<file path="src/rtl/sync_pkg.sv">
// -----------------------------------------------------------------------------
// sync_pkg
// Shared helpers for the clock-domain-crossing blocks.
//   MAX_W     : widest crossing value the helpers handle (32 bits)
//   MULTI     : SDC statement relaxing setup into the first capture flop
//   FHOLD     : SDC statement cutting hold checks into the first capture flop
//   gray2bin  : gray-to-binary decode; narrower values are zero-extended by
//               the caller, which leaves the low bits of the result unchanged
//   popcount  : number of set bits in a value
// -----------------------------------------------------------------------------
package sync_pkg;

    localparam int MAX_W = 32;

    localparam string MULTI =
        "-name SDC_STATEMENT \"set_multicycle_path 2 -to [get_keepers *sync_gray_rx*sync0*]\"";
    localparam string FHOLD =
        "-name SDC_STATEMENT \"set_false_path -hold -to [get_keepers *sync_gray_rx*sync0*]\"";

    // Each binary bit is the XOR of all gray bits at or above it.
    function automatic logic [MAX_W-1:0] gray2bin(input logic [MAX_W-1:0] g);
        logic [MAX_W-1:0] b;
        b[MAX_W-1] = g[MAX_W-1];
        for (int i = MAX_W - 2; i >= 0; i--) begin
            b[i] = b[i+1] ^ g[i];
        end
        return b;
    endfunction

    function automatic int unsigned popcount(input logic [MAX_W-1:0] v);
        int unsigned cnt;
        cnt = 0;
        for (int i = 0; i < MAX_W; i++) begin
            cnt = cnt + 32'(v[i]);
        end
        return cnt;
    endfunction

endpackage

</file>
<file path="src/rtl/sync_chain.sv">
// -----------------------------------------------------------------------------
// sync_chain
// Bitwise flop chain bringing an asynchronous bus into the dout_clk domain.
//   dout_clk : destination clock
//   aclr     : asynchronous active-high clear of every stage
//   din      : WIDTH-bit value launched from a foreign-domain register
//   q        : value after STAGES flops
// The first stage (sync0) is the metastable capture flop and carries the SDC
// relaxations; every stage is kept intact through synthesis so the chain is
// never merged, retimed or duplicated.
// -----------------------------------------------------------------------------
module sync_chain
    import sync_pkg::*;
#(
    parameter int WIDTH  = 8,
    parameter int STAGES = 2
) (
    input  logic             dout_clk,
    input  logic             aclr,
    input  logic [WIDTH-1:0] din,
    output logic [WIDTH-1:0] q
);

    (* preserve, dont_replicate, altera_attribute = {MULTI, ";", FHOLD, ";", "-name POWER_UP_LEVEL LOW"} *)
    logic [WIDTH-1:0] sync0;

    (* preserve, dont_replicate, altera_attribute = "-name POWER_UP_LEVEL LOW" *)
    logic [WIDTH-1:0] sync_tail [STAGES-1];

    // NOTE: the chain is a handful of real flops, not a RAM, so every element is
    // cleared by aclr; a stale value here would surface as a bogus first sample.
    always_ff @(posedge dout_clk or posedge aclr) begin
        if (aclr) begin
            sync0 <= '0;
            for (int k = 0; k < STAGES - 1; k++) begin
                sync_tail[k] <= '0;
            end
        end else begin
            // NOTE: non-blocking assignments let every stage sample the value its
            // predecessor held before this edge, giving a true shift register.
            sync0        <= din;
            sync_tail[0] <= sync0;
            for (int k = 1; k < STAGES - 1; k++) begin
                sync_tail[k] <= sync_tail[k-1];
            end
        end
    end

    assign q = sync_tail[STAGES-2];

endmodule

</file>
<file path="src/rtl/sync_gray_rx.sv">
// -----------------------------------------------------------------------------
// sync_gray_rx
// Receive-side synchronizer for gray-coded counters from a foreign clock.
//   dout_clk : destination clock
//   aclr     : asynchronous active-high clear of every flop
//   din      : WIDTH-bit value (gray if GRAY=1) from a source-domain register
//   err_clr  : synchronous clear of err; a same-edge set takes priority
//   dout     : synchronized value, binary when GRAY=1, raw when GRAY=0
//   delta    : (dout - previous dout) mod 2^WIDTH
//   changed  : one-cycle pulse when dout takes a new value
//   valid    : low while the chain still holds post-reset samples
//   err      : sticky; a synced gray sample moved by more than one bit
// All outputs are registered; no input reaches an output combinationally.
// -----------------------------------------------------------------------------
module sync_gray_rx
    import sync_pkg::*;
#(
    parameter int WIDTH  = 8,
    parameter int STAGES = 2,
    parameter bit GRAY   = 1'b1
) (
    input  logic             dout_clk,
    input  logic             aclr,
    input  logic [WIDTH-1:0] din,
    input  logic             err_clr,
    output logic [WIDTH-1:0] dout,
    output logic [WIDTH-1:0] delta,
    output logic             changed,
    output logic             valid,
    output logic             err
);

    localparam int CNT_MAX = STAGES + 1;
    localparam int CW      = $clog2(CNT_MAX + 1);

    logic [WIDTH-1:0] sync_q;
    logic [WIDTH-1:0] prev_gray;
    logic [WIDTH-1:0] bin;
    logic             multi_bit;
    logic [CW-1:0]    warm_cnt;

    sync_chain #(
        .WIDTH  (WIDTH),
        .STAGES (STAGES)
    ) u_chain (
        .dout_clk (dout_clk),
        .aclr     (aclr),
        .din      (din),
        .q        (sync_q)
    );

    // NOTE: defaults first means every path assigns every output, so no latch
    // is inferred even though GRAY=0 skips the decode branch.
    always_comb begin
        bin       = sync_q;
        multi_bit = 1'b0;
        if (GRAY) begin
            bin       = WIDTH'(gray2bin(MAX_W'(sync_q)));
            multi_bit = popcount(MAX_W'(sync_q ^ prev_gray)) > 1;
        end
    end

    // The counter saturates at STAGES+1: by then every flop of the chain plus
    // prev_gray has been loaded from din, so comparisons are meaningful.
    assign valid = (warm_cnt == CW'(CNT_MAX));

    always_ff @(posedge dout_clk or posedge aclr) begin
        if (aclr) begin
            warm_cnt  <= '0;
            prev_gray <= '0;
            dout      <= '0;
            delta     <= '0;
            changed   <= 1'b0;
            err       <= 1'b0;
        end else begin
            if (!valid) begin
                warm_cnt <= warm_cnt + CW'(1);
            end
            prev_gray <= sync_q;
            dout      <= bin;
            delta     <= bin - dout;
            changed   <= (bin != dout);
            // Jumps seen during warm-up (e.g. nonzero din at release) are ignored.
            if (GRAY && valid && multi_bit) begin
                err <= 1'b1;
            end else if (err_clr) begin
                err <= 1'b0;
            end
        end
    end

endmodule

</file>
<file path="config.mk">
export PLATFORM = sky130hd
export DESIGN_NAME = sync_gray_rx
export DESIGN_NICKNAME = d
export VERILOG_FILES = /design/src/rtl/sync_pkg.sv /design/src/rtl/sync_chain.sv /design/src/rtl/sync_gray_rx.sv
export SDC_FILE = /design/constraint.sdc
export NUM_CORES = 1
export LEC_CHECK = 0
export ABC_AREA = 1
export BUFFER_PORTS_ARGS = -buffer_cell sky130_fd_sc_hd__buf_2
export CORE_ASPECT_RATIO = 1.2
export CORE_MARGIN = 2
export CORE_UTILIZATION = 50
export DETAILED_ROUTE_END_ITERATION = 10
export HOLD_SLACK_MARGIN = 0.05
export PLACE_DENSITY_LB_ADDON = 0.15
export REMOVE_ABC_BUFFERS = 1
export SLEW_MARGIN = 30
export SYNTH_ARGS = -nofsm -noshare
export SYNTH_HDL_FRONTEND = slang
export SYNTH_SLANG_ARGS = --single-unit
</file>
<file path="constraint.sdc">
create_clock -name dout_clk -period 3 [get_ports dout_clk]
set_clock_uncertainty 0.1 [all_clocks]
set_input_delay 0.6 -clock dout_clk [delete_from_list [all_inputs] [get_ports dout_clk]]
set_output_delay 0.6 -clock dout_clk [all_outputs]
set_load 0.02 [all_outputs]
</file>
==> metrics.md <==
| Metric | Value |
|---|---|
| Result of the run | `complete, but fails checks` |
| Violations in the final reports | `negative setup slack` |
| Top Ports | `30` |
| Commonest non-fill, non-tap cell in the layout | `sky130_fd_sc_hd__dfrtp_1` |
| Combinational fraction of design power | `approximately 35%` |
| Count of pins over their slew limit | `0` |
| Final weighted congestion in routability-driven placement | `0.846` |
| Cell Int Power | `0.00103 W` |
| Pin count of the biggest net entering global routing | `44` |
| Via count of the first global-routing pass | `between 1,000 and 1,500` |
| Portion of the clock cycle consumed by the worst path in the final layout | `112%` |
| Final net count | `241` |
| Layout overhead on the synthesized area | `29.2%` |
| CTS max path bufs | `2` |
| Worst min-delay path class | `reg2reg` |
| Leakage power summed over all cells | `between 1 and 1.5 nW` |
| Top library cells by usage in the layout, fill and taps aside | `sky130_fd_sc_hd__dfrtp_1 (42), sky130_fd_sc_hd__buf_2 (29), sky130_fd_sc_hd__inv_1 (25)` |
| Horizontal extent of the die | `slightly above 60 µm` |
| Number of different library cells in the post-synthesis netlist | `24` |
| Power per cell area | `635 nW/µm²` |
| Count of flip-flops with a built-in enable after synthesis | `0` |
| Total of endpoints with negative setup slack in the final report | `1` |
| Overflow after GRT | `0` |
| Post-Syn Area | `~1900 µm²` |
| Fin Setup TNS | `-0.347 ns` |
| Hold Violations, Final | `0` |
| Total global-route track usage | `17.2%` |
| Type of destination of the critical path | `flop` |
| Sw power | `~0.00054 W` |
| DR pass1 iterations | `4` |
| Fraction of final layout cells with drive strength greater than 1 | `between 40% and 50%` |
| Synth Register Bits | `43` |
| PortBufs | `29` |
| Synthesized area per cell | `around 11 µm²` |
| Critical Path Start Type | `flop` |
| First-pass GRT wire length | `approximately 5500 µm` |
| Average vias per placed instance | `4.80` |
| Slew of the pin with the lowest slew margin | `~0.5 ns` |
| DPL Wire Length | `around 2400 µm` |
| Number of diodes added for antenna fixing | `0` |
| Antenna violations before repair | `0` |
| Htree depth | `2` |
| Primary FF master, synth | `sky130_fd_sc_hd__dfrtp_1` |
| Worst IR drop on VDD | `approximately 0.43 mV` |
| Row cnt | `24` |
| Maximum capacitance violations | `0` |
| Initial standard-cell utilization of the core | `between 50 and 60%` |
| CTS Sinks | `43` |
| FFs w/ async S/R, synth | `between 90% and 100%` |
| Worst slew margin relative to its limit | `roughly two thirds` |
| Total number of vias | `1,282` |
| Proportion of power drawn by flip-flops and latches | `43.4%` |
| Max FO, Critical Path | `2` |
| DRT Wirelength | `between 3000 and 4000 µm` |
| Insertion delay of the later-clocked pin in the worst-skew pair | `around 0.29 ns` |
| Area of the core | `between 3000 and 4000 µm²` |
| Routed Antenna Nets | `0` |
| DRC marker count from the first detailed-route iteration | `between 40 and 50` |
| Wire length per cell after detailed routing | `between 10 and 15 µm` |
| Clock network fraction of design power | `approximately 22%` |
| Post-Place Worst Slack | `-0.485 ns` |
| RSZ-0062 raised after global routing | `yes` |
| Total clock buffers created by CTS | `5` |
| Final setup margin | `-0.347 ns` |
| Die outline area | `~4300 µm²` |
| Number of DRC violations after detailed routing | `0` |
| Net Sw Frac | `approximately a third` |
| Kind of critical path | `reg2reg` |
| Yosys synthesis warning count | `0` |
| Critical path arrival | `3.43 ns` |
| Seq/Total Area, Yosys | `between 50% and 60%` |
| Endpoint required time on the critical path | `3.08 ns` |
| Die Y-Extent | `approximately 72 µm` |
| Upper clock frequency limit | `roughly 0.3 GHz` |
| CTS tree | `yes` |
| Tmin final | `about 3.3 ns` |
| Clock edge transition at the registers on the reported setup and hold paths | `roughly 0.070 ns` |
| Syn Inst Count | `around 170` |
| Clock Root Buffer | `sky130_fd_sc_hd__clkbuf_8` |
-- cell type report --
cell class | count | area, µm²
Tap cell | 52 | 65.1
Fill cell | 291 | 1190
Inverter | 30 | 118
Timing Repair Buffer | 41 | 239
Clock buffer | 5 | 68.8
Multi-Input combinational cell | 93 | 887
Sequential cell | 43 | 1080
Clock inverter | 3 | 20.0
-- layer usage --
| layer | track usage [%] | wire (µm) | up-vias |
|---|---|---|---|
| li1 | - | - | 627 |
| met1 | 19.5 | 1270 | 617 |
| met2 | 29.1 | 1740 | 31 |
| met3 | 6.50 | 141 | 7 |
| met4 | 6.04 | 63 | 0 |
| met5 | 0 | 0 | - |
-- stage by stage --
step                      power (W)  util, %  area (µm²)  cells  hold slack, ns
after CTS                   0.00154     61.8        2260    262           0.254
after global placement      0.00114     59.3        2170    254           0.231
after global routing        0.00169     67.6        2470    267           0.263
after detailed placement    0.00117     59.3        2170    254           0.236
after floorplan             0.00103        -        1910    166           0.231
final                       0.00157     67.6        2470    267           0.251
-- logic make-up (layout without fill, tap and decap cells) --
logic type	after synthesis	count (layout)	share of synthesized area, %
buffers and inverters	31	79	6.27
multiplexers	1	1	0.588
XOR/XNOR	15	15	6.86
AND/OR/NAND/NOR	49	49	14.0
flip-flops	43	43	56.2
adder cells (fa/ha/maj)	16	16	12.4
AO/OA/AOI/OAI	12	12	3.66
-- registers in the layout, indices dropped and copies added, names as in the netlist --
register / count
delta: 8
dout: 8
u_chain.q: 8
u_chain.sync0: 8
prev_gray: 7
warm_cnt: 2
changed: 1
err: 1
-- Yosys cell counts, drive strengths merged, types with 2 or more instances --
library cell	instances	area share, %
a21oi	4	1.0
nand3	22	7.7
o21ai	4	1.0
inv	30	5.9
xnor2	6	2.7
xor2	9	4.1
fa	5	5.2
nor2	5	0.98
nand2	19	4.4
dfrtp	43	56
ha	11	7.2
nand4	2	0.65
-- critical path, stage by stage, from the launching register on --
cell and delay, ns:
sky130_fd_sc_hd__dfrtp_1 0.40, sky130_fd_sc_hd__xor2_2 0.18, sky130_fd_sc_hd__fa_1 0.48, sky130_fd_sc_hd__fa_1 0.54, sky130_fd_sc_hd__inv_2 0.04, sky130_fd_sc_hd__fa_1 0.44
sky130_fd_sc_hd__inv_1 0.07, sky130_fd_sc_hd__ha_2 0.18, sky130_fd_sc_hd__inv_2 0.04, sky130_fd_sc_hd__fa_2 0.51, sky130_fd_sc_hd__o21ai_1 0.06, sky130_fd_sc_hd__o21ai_1 0.11
sky130_fd_sc_hd__o21ai_1 0.07
-- path summary, 6_finish.rpt --
| path | startpoint | endpoint | slack, ns | cells after the start |
|---|---|---|---|---|
| worst max-delay path | prev_gray[2]$_DFF_PP0_ | err$_DFFE_PP0P_ | -0.35 | 12 |
| worst min-delay path | u_chain.sync0[3]$_DFF_PP0_ | u_chain.q[3]$_DFF_PP0_ | 0.25 | 0 |
| worst max register to register | prev_gray[2]$_DFF_PP0_ | err$_DFFE_PP0P_ | -0.35 | 12 |
| worst min register to register | u_chain.sync0[3]$_DFF_PP0_ | u_chain.q[3]$_DFF_PP0_ | 0.25 | 0 |
| max in group asynchronous | aclr | u_chain.q[6]$_DFF_PP0_ | 2.12 | 3 |
| min in group asynchronous | aclr | u_chain.sync0[1]$_DFF_PP0_ | 0.32 | 3 |
-- power groups by stage --
stage               combinational, W  clock (W)  sequential, W
finish                      0.000541   0.000348       0.000682
global route                0.000606   0.000392       0.000695
CTS                         0.000493   0.000363       0.000680
detailed placement          0.000479          0       0.000692
global placement            0.000452          0       0.000691
floorplan                   0.000251          0       0.000776
-- what timing repair did --
action	CTS	global route
hold buffers	0	0
pin swaps	5	14
setup buffers	0	5
resized for setup	7	38
endpoints found under the setup margin	1	3
gates cloned	0	0
(Power assumes the default switching activity.)
